<file path="src/rtl/alu_issue_ctrl_pkg.sv">
// Project-wide widths, FSM encodings and helpers for the ALU issue controller.
// Optional immediate operand path is enabled by defining ALU_ISSUE_IMM_EN.
`ifndef DATA_INDEX_LIMIT
`define DATA_INDEX_LIMIT 31
`endif
`ifndef ALU_OPRN_INDEX_LIMIT
`define ALU_OPRN_INDEX_LIMIT 5
`endif
`ifndef REG_ADDR_INDEX_LIMIT
`define REG_ADDR_INDEX_LIMIT 4
`endif
`ifndef IMM_INDEX_LIMIT
`define IMM_INDEX_LIMIT 15
`endif
`ifndef STATE_IDLE
`define STATE_IDLE 2'b00
`define STATE_FETCH 2'b01
`define STATE_EXEC 2'b10
`define STATE_WB 2'b11
`endif

package alu_issue_ctrl_pkg;

  localparam int DW   = `DATA_INDEX_LIMIT + 1;
  localparam int OW   = `ALU_OPRN_INDEX_LIMIT + 1;
  localparam int AW   = `REG_ADDR_INDEX_LIMIT + 1;
  localparam int IW   = `IMM_INDEX_LIMIT + 1;
  localparam int NREG = 1 << AW;

  typedef enum logic [1:0] {
    ST_IDLE  = `STATE_IDLE,
    ST_FETCH = `STATE_FETCH,
    ST_EXEC  = `STATE_EXEC,
    ST_WB    = `STATE_WB
  } state_e;

  function automatic logic [DW-1:0] sext_imm(
    input logic [IW-1:0] imm
  );
    return {{(DW-IW){imm[IW-1]}}, imm};
  endfunction

endpackage

</file>
<file path="src/rtl/alu_regfile.sv">
// 32-entry register file: two async read ports, one write port.
// Entry 0 is hardwired to zero.
module alu_regfile
  import alu_issue_ctrl_pkg::*;
(
  input  logic          clk,
  input  logic          rst_n,
  input  logic          we_i,
  input  logic [AW-1:0] waddr_i,
  input  logic [DW-1:0] wdata_i,
  input  logic [AW-1:0] raddr1_i,
  output logic [DW-1:0] rdata1_o,
  input  logic [AW-1:0] raddr2_i,
  output logic [DW-1:0] rdata2_o
);

  logic [DW-1:0] mem_q [NREG];

  always_ff @(posedge clk or negedge rst_n) begin
    if (!rst_n) begin
      for (int i = 0; i < NREG; i++) begin
        mem_q[i] <= '0;
      end
    end else if (we_i && (waddr_i != '0)) begin
      mem_q[waddr_i] <= wdata_i;
    end
  end

  assign rdata1_o = (raddr1_i == '0) ? '0 : mem_q[raddr1_i];
  assign rdata2_o = (raddr2_i == '0) ? '0 : mem_q[raddr2_i];

endmodule

</file>
<file path="src/rtl/alu_issue_ctrl.sv">
// Issue controller: latches a request, fetches operands, drives the ALU,
// captures the result and writes it back. Define ALU_ISSUE_IMM_EN for imm op2.
module alu_issue_ctrl
  import alu_issue_ctrl_pkg::*;
(
  input  logic          CLK,
  input  logic          RST,
  input  logic          REQ_VALID,
  output logic          REQ_READY,
  input  logic [OW-1:0] REQ_OPRN,
  input  logic [AW-1:0] REQ_RS1,
  input  logic [AW-1:0] REQ_RS2,
  input  logic [AW-1:0] REQ_RD,
  input  logic          REQ_IMM_SEL,
  input  logic [IW-1:0] REQ_IMM,
  input  logic          LOAD_EN,
  input  logic [AW-1:0] LOAD_ADDR,
  input  logic [DW-1:0] LOAD_DATA,
  output logic [DW-1:0] ALU_OP1,
  output logic [DW-1:0] ALU_OP2,
  output logic [OW-1:0] ALU_OPRN,
  input  logic [DW-1:0] ALU_OUT,
  input  logic          ALU_ZERO,
  output logic          DONE,
  output logic [DW-1:0] RESULT,
  output logic          ZERO_OUT
);

  state_e        state_q, state_d;
  logic          accept;
  logic [OW-1:0] oprn_q;
  logic [AW-1:0] rs1_q, rs2_q, rd_q;
  logic [DW-1:0] op1_q, op2_q;
  logic [OW-1:0] aoprn_q;
  logic [DW-1:0] result_q;
  logic          zero_q;
  logic          rf_we;
  logic [AW-1:0] rf_waddr;
  logic [DW-1:0] rf_wdata;
  logic [DW-1:0] rd1, rd2;
  logic [DW-1:0] op2_src;
  logic          wb_sel, ld_sel;

  assign REQ_READY = (state_q == ST_IDLE);
  assign DONE      = (state_q == ST_WB);
  assign accept    = REQ_VALID & REQ_READY;

  always_ff @(posedge CLK or negedge RST) begin
    if (!RST) state_q <= ST_IDLE;
    else      state_q <= state_d;
  end

  always_comb begin
    state_d = state_q;
    unique case (state_q)
      ST_IDLE:  if (accept) state_d = ST_FETCH;
      ST_FETCH: state_d = ST_EXEC;
      ST_EXEC:  state_d = ST_WB;
      ST_WB:    state_d = ST_IDLE;
      default:  state_d = ST_IDLE;
    endcase
  end

  always_ff @(posedge CLK or negedge RST) begin
    if (!RST) begin
      oprn_q <= '0;
      rs1_q  <= '0;
      rs2_q  <= '0;
      rd_q   <= '0;
    end else if (accept) begin
      oprn_q <= REQ_OPRN;
      rs1_q  <= REQ_RS1;
      rs2_q  <= REQ_RS2;
      rd_q   <= REQ_RD;
    end
  end

`ifdef ALU_ISSUE_IMM_EN
  logic          imm_sel_q;
  logic [IW-1:0] imm_q;

  always_ff @(posedge CLK or negedge RST) begin
    if (!RST) begin
      imm_sel_q <= 1'b0;
      imm_q     <= '0;
    end else if (accept) begin
      imm_sel_q <= REQ_IMM_SEL;
      imm_q     <= REQ_IMM;
    end
  end

  assign op2_src = imm_sel_q ? sext_imm(imm_q) : rd2;
`else
  logic unused_imm;
  assign unused_imm = ^{REQ_IMM_SEL, REQ_IMM};
  assign op2_src    = rd2;
`endif

  // Operands hold from EXEC until the next FETCH completes.
  always_ff @(posedge CLK or negedge RST) begin
    if (!RST) begin
      op1_q   <= '0;
      op2_q   <= '0;
      aoprn_q <= '0;
    end else if (state_q == ST_FETCH) begin
      op1_q   <= rd1;
      op2_q   <= op2_src;
      aoprn_q <= oprn_q;
    end
  end

  always_ff @(posedge CLK or negedge RST) begin
    if (!RST) begin
      result_q <= '0;
      zero_q   <= 1'b0;
    end else if (state_q == ST_EXEC) begin
      result_q <= ALU_OUT;
      zero_q   <= ALU_ZERO;
    end
  end

  assign ALU_OP1  = op1_q;
  assign ALU_OP2  = op2_q;
  assign ALU_OPRN = aoprn_q;
  assign RESULT   = result_q;
  assign ZERO_OUT = zero_q;

  assign wb_sel = (state_q == ST_WB);
  assign ld_sel = (state_q == ST_IDLE) & LOAD_EN;

  // Write-back and preload live in disjoint states, so one port suffices.
  always_comb begin
    rf_we    = 1'b0;
    rf_waddr = '0;
    rf_wdata = '0;
    unique case (1'b1)
      wb_sel: begin
        rf_we    = 1'b1;
        rf_waddr = rd_q;
        rf_wdata = result_q;
      end
      ld_sel: begin
        rf_we    = 1'b1;
        rf_waddr = LOAD_ADDR;
        rf_wdata = LOAD_DATA;
      end
      default: ;
    endcase
  end

  alu_regfile u_rf (
    .clk      (CLK),
    .rst_n    (RST),
    .we_i     (rf_we),
    .waddr_i  (rf_waddr),
    .wdata_i  (rf_wdata),
    .raddr1_i (rs1_q),
    .rdata1_o (rd1),
    .raddr2_i (rs2_q),
    .rdata2_o (rd2)
  );

endmodule

</file>
<file path="config.mk">
export PLATFORM = sky130hd
export DESIGN_NAME = alu_issue_ctrl
export DESIGN_NICKNAME = d
export VERILOG_FILES = /design/src/rtl/alu_issue_ctrl_pkg.sv /design/src/rtl/alu_regfile.sv /design/src/rtl/alu_issue_ctrl.sv
export SDC_FILE = /design/constraint.sdc
export NUM_CORES = 2
export LEC_CHECK = 0
export CORE_UTILIZATION = 59
export DETAILED_ROUTE_END_ITERATION = 10
export GPL_TIMING_DRIVEN = 0
export PLACE_DENSITY = 0.77
export SLEW_MARGIN = 30
export SYNTH_ARGS = -nofsm -noshare
export SYNTH_HDL_FRONTEND = slang
export SYNTH_SLANG_ARGS = --single-unit
</file>
<file path="constraint.sdc">
create_clock -name CLK -period 2.95 [get_ports CLK]
set_input_delay 0.59 -clock CLK [delete_from_list [all_inputs] [get_ports CLK]]
set_output_delay 0.59 -clock CLK [all_outputs]
set_load 0.01 [all_outputs]
</file>
# Word-level counts from Yosys, hierarchy flattened
# Index checks and enable logic that the tools add are counted.
[totals] elab_cells=78 in_bits=112 reg_bits=1150
[classes] n_eq_ne=4 muxes=16 n_reduce_logical=7 order_cmp=4 bitwise=5
[op_table] cell="$bwmux 1024" count=1
[op_table] cell="$bmux 32 s5" count=2
[op_table] cell="$mux 32" count=7
[op_table] cell="$demux 32 s5" count=1
[op_table] cell="$pmux 32 s2" count=1
[op_table] cell="$ge 6x6->1 const B" count=3
[op_table] cell="$not 5->6" count=3
[op_table] cell="$logic_not 5->1" count=2
[op_table] cell="$pmux 5 s2" count=1
[op_table] cell="$pmux 2 s4" count=1
[op_table] cell="$lt 6x1->1 const B" count=1
[op_table] cell="$reduce_bool 5->1" count=1
[op_table] cell="$eq 2x2->1 const B" count=2
[op_table] cell="$and 1x1->1" count=2
[op_table] cell="$eq 2x1->1 const B" count=1
[op_table] cell="$logic_and 1x1->1" count=2
[op_table] cell="$logic_not 2->1" count=1
[op_table] cell="$mux 2" count=1
[op_table] cell="$ne 2x1->1 const B" count=1
[op_table] cell="$reduce_or 2->1" count=1
[op_table] cell="$mux 1" count=1

# Longest topological paths before layout
[logic_depth] word_depth=9 depth_mapped=9

# Modules after synthesis
# Synthesis repeated with hierarchy kept, for this count alone.
[unflattened] hier_cells=3944 area_unflattened_um2=59946.2
[by_module_without_submodules] mod="alu_regfile" cells_per_inst=3621 instances=1 area_each_um2=54369.6
[by_module_without_submodules] mod="alu_issue_ctrl" cells_per_inst=323 instances=1 area_each_um2=5576.6

# Worst setup path before layout
# Ideal clock, no wire load.
[synth_path] path_type="reg2reg" startpoint="register state_q[0]" endpoint="register u_rf.mem_q[305] (netlist bit)" setup_time_ns=0.125 setup_slack_ns=0.519 required_time_ns=2.825 arrival_time_ns=2.306 stages_incl_launch_ff=9 period_less_slack_ns=2.431 path_cell_list="dfrtp_1 inv_1 ha_1 buf_2 a32oi_1 nor2_1 nand3_1 buf_2 mux2_2"
[synth_via] elab_chain_cells=9 word_cells_on_any_way=16 classes_between="order compare: 2; eq/ne: 1; mux: 6; bitwise: 2; reduce/logical: 5"
[synth_lines] element="start: declaration" line="alu_issue_ctrl.sv:29" rtl="state_e state_q, state_d;"
[synth_lines] element="start signal: assignment" line="alu_issue_ctrl.sv:50" rtl="else state_q <= state_d;"
[synth_lines] element="$logic_not 2->1 *"
[synth_lines] element="named net REQ_READY" line="alu_issue_ctrl.sv:9" rtl="output logic REQ_READY,"
[synth_lines] element="$and 1x1->1 *" line="alu_issue_ctrl.sv:129" rtl="assign ld_sel = (state_q == ST_IDLE) & LOAD_EN;"
[synth_lines] element="$pmux 5 s2" line="alu_issue_ctrl.sv:136" rtl="unique case (1'b1)"
[synth_lines] element="$not 5->6 (not written as such)" line="alu_regfile.sv:25" rtl="mem_q[waddr_i] <= wdata_i;"
[synth_lines] element="$ge 6x6->1 (not written as such) / $lt 6x1->1 (equally long branches)" line="alu_regfile.sv:25"
[synth_lines] element="$logic_and 1x1->1 (not written as such)" line="alu_regfile.sv:25"
[synth_lines] element="$mux 32 (not written as such)" line="alu_regfile.sv:25"
[synth_lines] element="$demux 32 s5" line="alu_regfile.sv:25"
[synth_lines] element="$bwmux 1024" line="alu_regfile.sv:25"
[synth_lines] element="end signal: indexed assignment" line="alu_regfile.sv:25"
[synth_lines] element="end: declaration" line="alu_regfile.sv:17" rtl="logic [DW-1:0] mem_q [NREG];"
# Mark *: on every way through the listed nets, which the timed path passes. The rest lies on a longest branch.
# A chain may end at the register's enable or synchronous reset.

# Final worst setup path
[layout_path] startpoint="register rs2_q[0]" endpoint="register op2_q[28], in the netlist ALU_OP2[28]"
[layout_via] elab_chain_cells=5 word_cells_on_any_way=6 classes_between="mux: 4; bitwise: 1; reduce/logical: 1"
[layout_lines] element="start: declaration" line="alu_issue_ctrl.sv:32" rtl="logic [AW-1:0] rs1_q, rs2_q, rd_q;"
[layout_lines] element="start signal: assignment" line="alu_issue_ctrl.sv:68" rtl="rs2_q <= '0;"
[layout_lines] element="start signal: assignment" line="alu_issue_ctrl.sv:73" rtl="rs2_q <= REQ_RS2;"
[layout_lines] element="$not 5->6 (not written as such)" line="alu_regfile.sv:30" rtl="assign rdata2_o = (raddr2_i == '0) ? '0 : mem_q[raddr2_i];"
[layout_lines] element="$bmux 32 s5" line="alu_regfile.sv:30"
[layout_lines] element="$mux 32 (not written as such) (2 in a row)" line="alu_regfile.sv:30"
[layout_lines] element="$mux 32 *" line="alu_regfile.sv:30"
[layout_lines] element="end signal: assignment" line="alu_issue_ctrl.sv:107" rtl="op2_q <= op2_src;"
[layout_lines] element="end: declaration" line="alu_issue_ctrl.sv:33" rtl="logic [DW-1:0] op1_q, op2_q;"
# Every way passes the cells marked *; elsewhere a longest branch is shown, timed or not. The select of a mux whose other input is x is not followed.

==> impl_metrics.env <==
export IMPL_setup_viol_count_final=46
export IMPL_max_cap_viol_count=0
export IMPL_achievable_frequency_mhz=323
export IMPL_routabilityCongestion=1.00
export IMPL_totalWireLength_um=206000
export IMPL_critical_path_data_required_time_ns=3.53
export IMPL_buffer_ports_inserted=198
export IMPL_timing_slew_headroom_pct=28.4
export IMPL_crit_path_max_fanout=10
export IMPL_final_hold_violation_count=13
export IMPL_pnr_worst_setup_slack_ns=-0.151
export IMPL_failed_checks="negative hold slack, negative setup slack"
export IMPL_yosys_area_top_type="sky130_fd_sc_hd__dfrtp_1"
export IMPL_drtIter0Drc=5279
export IMPL_initial_core_util_pct=59.6
export IMPL_critical_path_startpoint_type="register"
export IMPL_worst_hold_slack_ns=-0.00349
export IMPL_clk_path_buf_depth=3
export IMPL_via_count_of_the_first_global_routing_pass=43400
export IMPL_globalRoute_totalOverflow=0
export IMPL_synthesis_area_mm2=0.0596
export IMPL_numCtsBuffers=119
export IMPL_grt_pass1_wl_um=296000
export IMPL_finalMaxSlewViolations=0
export IMPL_worstSkewPairLatency_ns=0.74
export IMPL_unrepaired_setup_endpoints_after_global_routing="yes"
export IMPL_criticalPathCategory="register to register"
export IMPL_core_area_mm2=0.100
export IMPL_cp_slowest_stage_delay_ns=0.59
export IMPL_core_rowCount=116
export IMPL_stdcell_area_mm2=0.0688
export IMPL_synth_top_area_share_pct=48.3
export IMPL_place_area_mm2=0.0636
export IMPL_drt_first_pass_iters=6
export IMPL_fill_cells=6919
export IMPL_remaining_drc_errors=0
export IMPL_ant_nets=0
export IMPL_layout_area_overhead_vs_synth_pct=15.6
export IMPL_finish_net_count=4684
export IMPL_clk_pin_slew_worst_paths_ns=0.07
export IMPL_outcome="finished with violations"
export IMPL_syn_num_nets=4317
export IMPL_crit_chain="buf_2 -> buf_4 -> or3_1 -> clkbuf_1 -> clkbuf_4 -> o22ai_1 -> a2111oi_0 -> a21oi_1"
export IMPL_ys_seq_elements=1150
export IMPL_layout_min_cycle_time_ns=3.10
export IMPL_synth_seq_area_share_pct=48.3
export IMPL_floorplan_die_area_mm2=0.102
export IMPL_tightestPinTransition_ns=1.07
export IMPL_placement_setup_worst_slack_ns=-0.922
export IMPL_antenna_found_initial=8
export IMPL_hold_path_class="input port to asynchronous set/reset pin"
export IMPL_ctsRootBufferMaster="sky130_fd_sc_hd__clkbuf_16"
export IMPL_average_wire_per_cell_in_the_routed_design_um=34.6
export IMPL_grt_start_max_net_pins=128
export IMPL_worst_ir_drop_vdd_mv=0.643
export IMPL_clock_sink_count=1150
export IMPL_netlist_top_cells_area="sky130_fd_sc_hd__dfrtp_1 (48%), sky130_fd_sc_hd__mux2_2 (19%), sky130_fd_sc_hd__mux4_2 (12%), sky130_fd_sc_hd__mux2i_1 (6.3%), sky130_fd_sc_hd__mux2_1 (1.7%)"
export IMPL_worst_endpoint_arrival_ns=3.68
export IMPL_power_leakage_nw=31.8
export IMPL_die_h_um=320
export IMPL_die_width_um=320
export IMPL_post_synthesis_instance_total=4200
export IMPL_detailed_place_hpwl_um=143000
export IMPL_num_vias=42700
export IMPL_number_of_i_o_pins=217
export IMPL_postSynthAreaPerCell_um2=14.2
export IMPL_power_density_mw_per_mm2=1040
export IMPL_slowest_stage="sky130_fd_sc_hd__a2111oi_0"
export IMPL_warnings_synthesis=0
export IMPL_finClkSkew_ns=0.0314
export IMPL_tritoncts="yes"
export IMPL_final_min_period_over_clock_period_pct=105
export IMPL_vias_per_inst=7.16
export IMPL_proportion_of_layout_cells_with_a_drive_suffix_above_1_pct=41.9
export IMPL_cts_max_level=3
export IMPL_cp_end_kind="register"
export IMPL_yosys_cell_types_count=47
export IMPL_final_core_util_pct=68.8
export IMPL_track_usage_pct=40.4
-- cell families (layout without fill, tap and decap cells) --
family / count (synthesis) / count (layout) / synth area share, %
multiplexers: 1821 / 1821 / 39.8
flip-flops: 1150 / 1150 / 48.3
buffers and inverters: 462 / 923 / 3.29
AO/OA/AOI/OAI: 429 / 429 / 5.34
AND/OR/NAND/NOR: 333 / 333 / 3.20
adder cells (fa/ha/maj): 5 / 5 / 0.105
other: 0 / 5 / 0
-- state kept, by name (all words and copies together), names as in the netlist --
signal / cells
u_rf.mem_q: 1024
ALU_OP1: 32
ALU_OP2: 32
RESULT: 32
ALU_OPRN: 6
oprn_q: 6
rd_q: 5
rs1_q: 5
rs2_q: 5
state_q: 2
ZERO_OUT: 1
-- repair_timing --
| action | 4_1_cts | 5_1_grt |
|---|---|---|
| setup buffers | 24 | 9 |
| gates resized for setup | 184 | 161 |
| pin swaps | 11 | 6 |
| hold endpoints to repair | 85 | 9 |
| cloned | 1 | 1 |
| endpoints found under the setup margin | 1127 | 992 |
-- routing by layer --
layer	GRT usage, %	share of wire [%]	wire (um)	vias up
li1	-	-	-	16800
met2	59.7	44	91700	2760
met4	20.8	5.7	11800	10
met5	0.946	0.12	241	-
met3	14.0	12	25500	729
met1	52.9	37	77000	22400
-- per-stage QoR --
step	TNS (ns)	std cells	total power, W
after floorplan	0	4200	0.0413
after global placement	-	5696	0.0529
after detailed placement	-517.55	5709	0.0539
after CTS	-0.0528	5946	0.0700
after global routing	-0.623	5959	0.0735
final	-1.01	5964	0.0718
-- area by class of cell --
class                           count  area (um2)  area share, %
Timing Repair Buffer              250        2730           3.96
Inverter                            4        16.3         0.0236
Tap cell                         1298        1620           2.36
Buffer                            454        2390           3.47
Sequential cell                  1150       28800           41.8
Clock buffer                      170        3460           5.03
Antenna cell                        5        12.5         0.0182
Multi-Input combinational cell   2588       29300           42.6
Clock inverter                     45         538          0.781
-- placed cells by master, fill, tap and decap left out, types with 8 or more instances in the layout --
master	n
sky130_fd_sc_hd__mux4_2	324
sky130_fd_sc_hd__o22a_1	30
sky130_fd_sc_hd__clkbuf_2	90
sky130_fd_sc_hd__a22o_1	61
sky130_fd_sc_hd__clkbuf_16	120
sky130_fd_sc_hd__clkbuf_4	63
sky130_fd_sc_hd__buf_2	81
sky130_fd_sc_hd__a21oi_1	63
sky130_fd_sc_hd__a22oi_1	30
sky130_fd_sc_hd__mux2i_1	377
sky130_fd_sc_hd__clkdlybuf4s50_1	197
sky130_fd_sc_hd__or4_1	32
sky130_fd_sc_hd__clkbuf_1	182
sky130_fd_sc_hd__mux2_1	92
sky130_fd_sc_hd__nor4_4	9
sky130_fd_sc_hd__buf_4	83
sky130_fd_sc_hd__clkbuf_8	29
sky130_fd_sc_hd__mux2_2	1026
sky130_fd_sc_hd__buf_16	13
sky130_fd_sc_hd__a2111oi_0	54
sky130_fd_sc_hd__o211ai_1	63
sky130_fd_sc_hd__nor2_1	127
sky130_fd_sc_hd__o22ai_1	94
sky130_fd_sc_hd__clkinv_2	26
sky130_fd_sc_hd__nand3_4	8
sky130_fd_sc_hd__bufinv_16	10
sky130_fd_sc_hd__nand2b_1	66
sky130_fd_sc_hd__nand4b_1	30
sky130_fd_sc_hd__dfrtp_1	1150
sky130_fd_sc_hd__nand3b_1	8
-- final timing paths --
path                            slack, ns  cells after the start                      endpoint                         start
min in group CLK                     0.46                      2        RESULT[10]$_DFFE_PN0P_                   ALU_OUT[10]
worst max register to register      -0.15                      8       ALU_OP2[28]$_DFFE_PN0N_          rs2_q[0]$_DFFE_PN0P_
max in group asynchronous            0.88                      7   u_rf.mem_q[937]$_DFFE_PN0P_                           RST
worst min-delay path               -0.003                      3  u_rf.mem_q[1016]$_DFFE_PN0P_                           RST
worst min register to register       0.48                      1  u_rf.mem_q[1009]$_DFFE_PN0P_  u_rf.mem_q[1009]$_DFFE_PN0P_
worst max-delay path                -0.15                      8       ALU_OP2[28]$_DFFE_PN0N_          rs2_q[0]$_DFFE_PN0P_
-- report_power, final --
group | internal (W) | switching (W) | total, W | leakage (nW)
logic | 0.0133 | 0.0198 | 0.0331 | 14.1
clock network | 0.00900 | 0.00661 | 0.0156 | 1.99
registers | 0.0198 | 0.00321 | 0.0230 | 15.7
-- critical path, delay by kind of cell, from the launching register on --
kind	cells	cell delay, ns
buffers and inverters	4	1.51
DFF	1	0.40
AOI/OAI and AO/OA	3	0.83
and+or+nand+nor	1	0.19
-- synth_stat cells (all sizes together) --
library cell and count:
a32oi 4, o21ai 2, nand3b 8, o211ai 63, nor4 14, a211oi 4, a22o 62, o2111ai 2
ha 5, inv 2, or4 32, nor2b 3, clkbuf 266, nand2 12, mux2 1118, nand3 18
nand2b 66, or3b 4, a31o 1, nor4bb 2, and2 1, o22a 30, nor3 5, nand4b 30
a21oi 65, clkinv 2, or4b 1, o2bb2ai 1, a21boi 1, a2111oi 66, buf 192, mux4 324
nor4b 2, o22ai 94, a32o 4, a22oi 30, mux2i 379, or3 4, nor2 131, dfrtp 1150
Power figures use the tool's default switching activity.
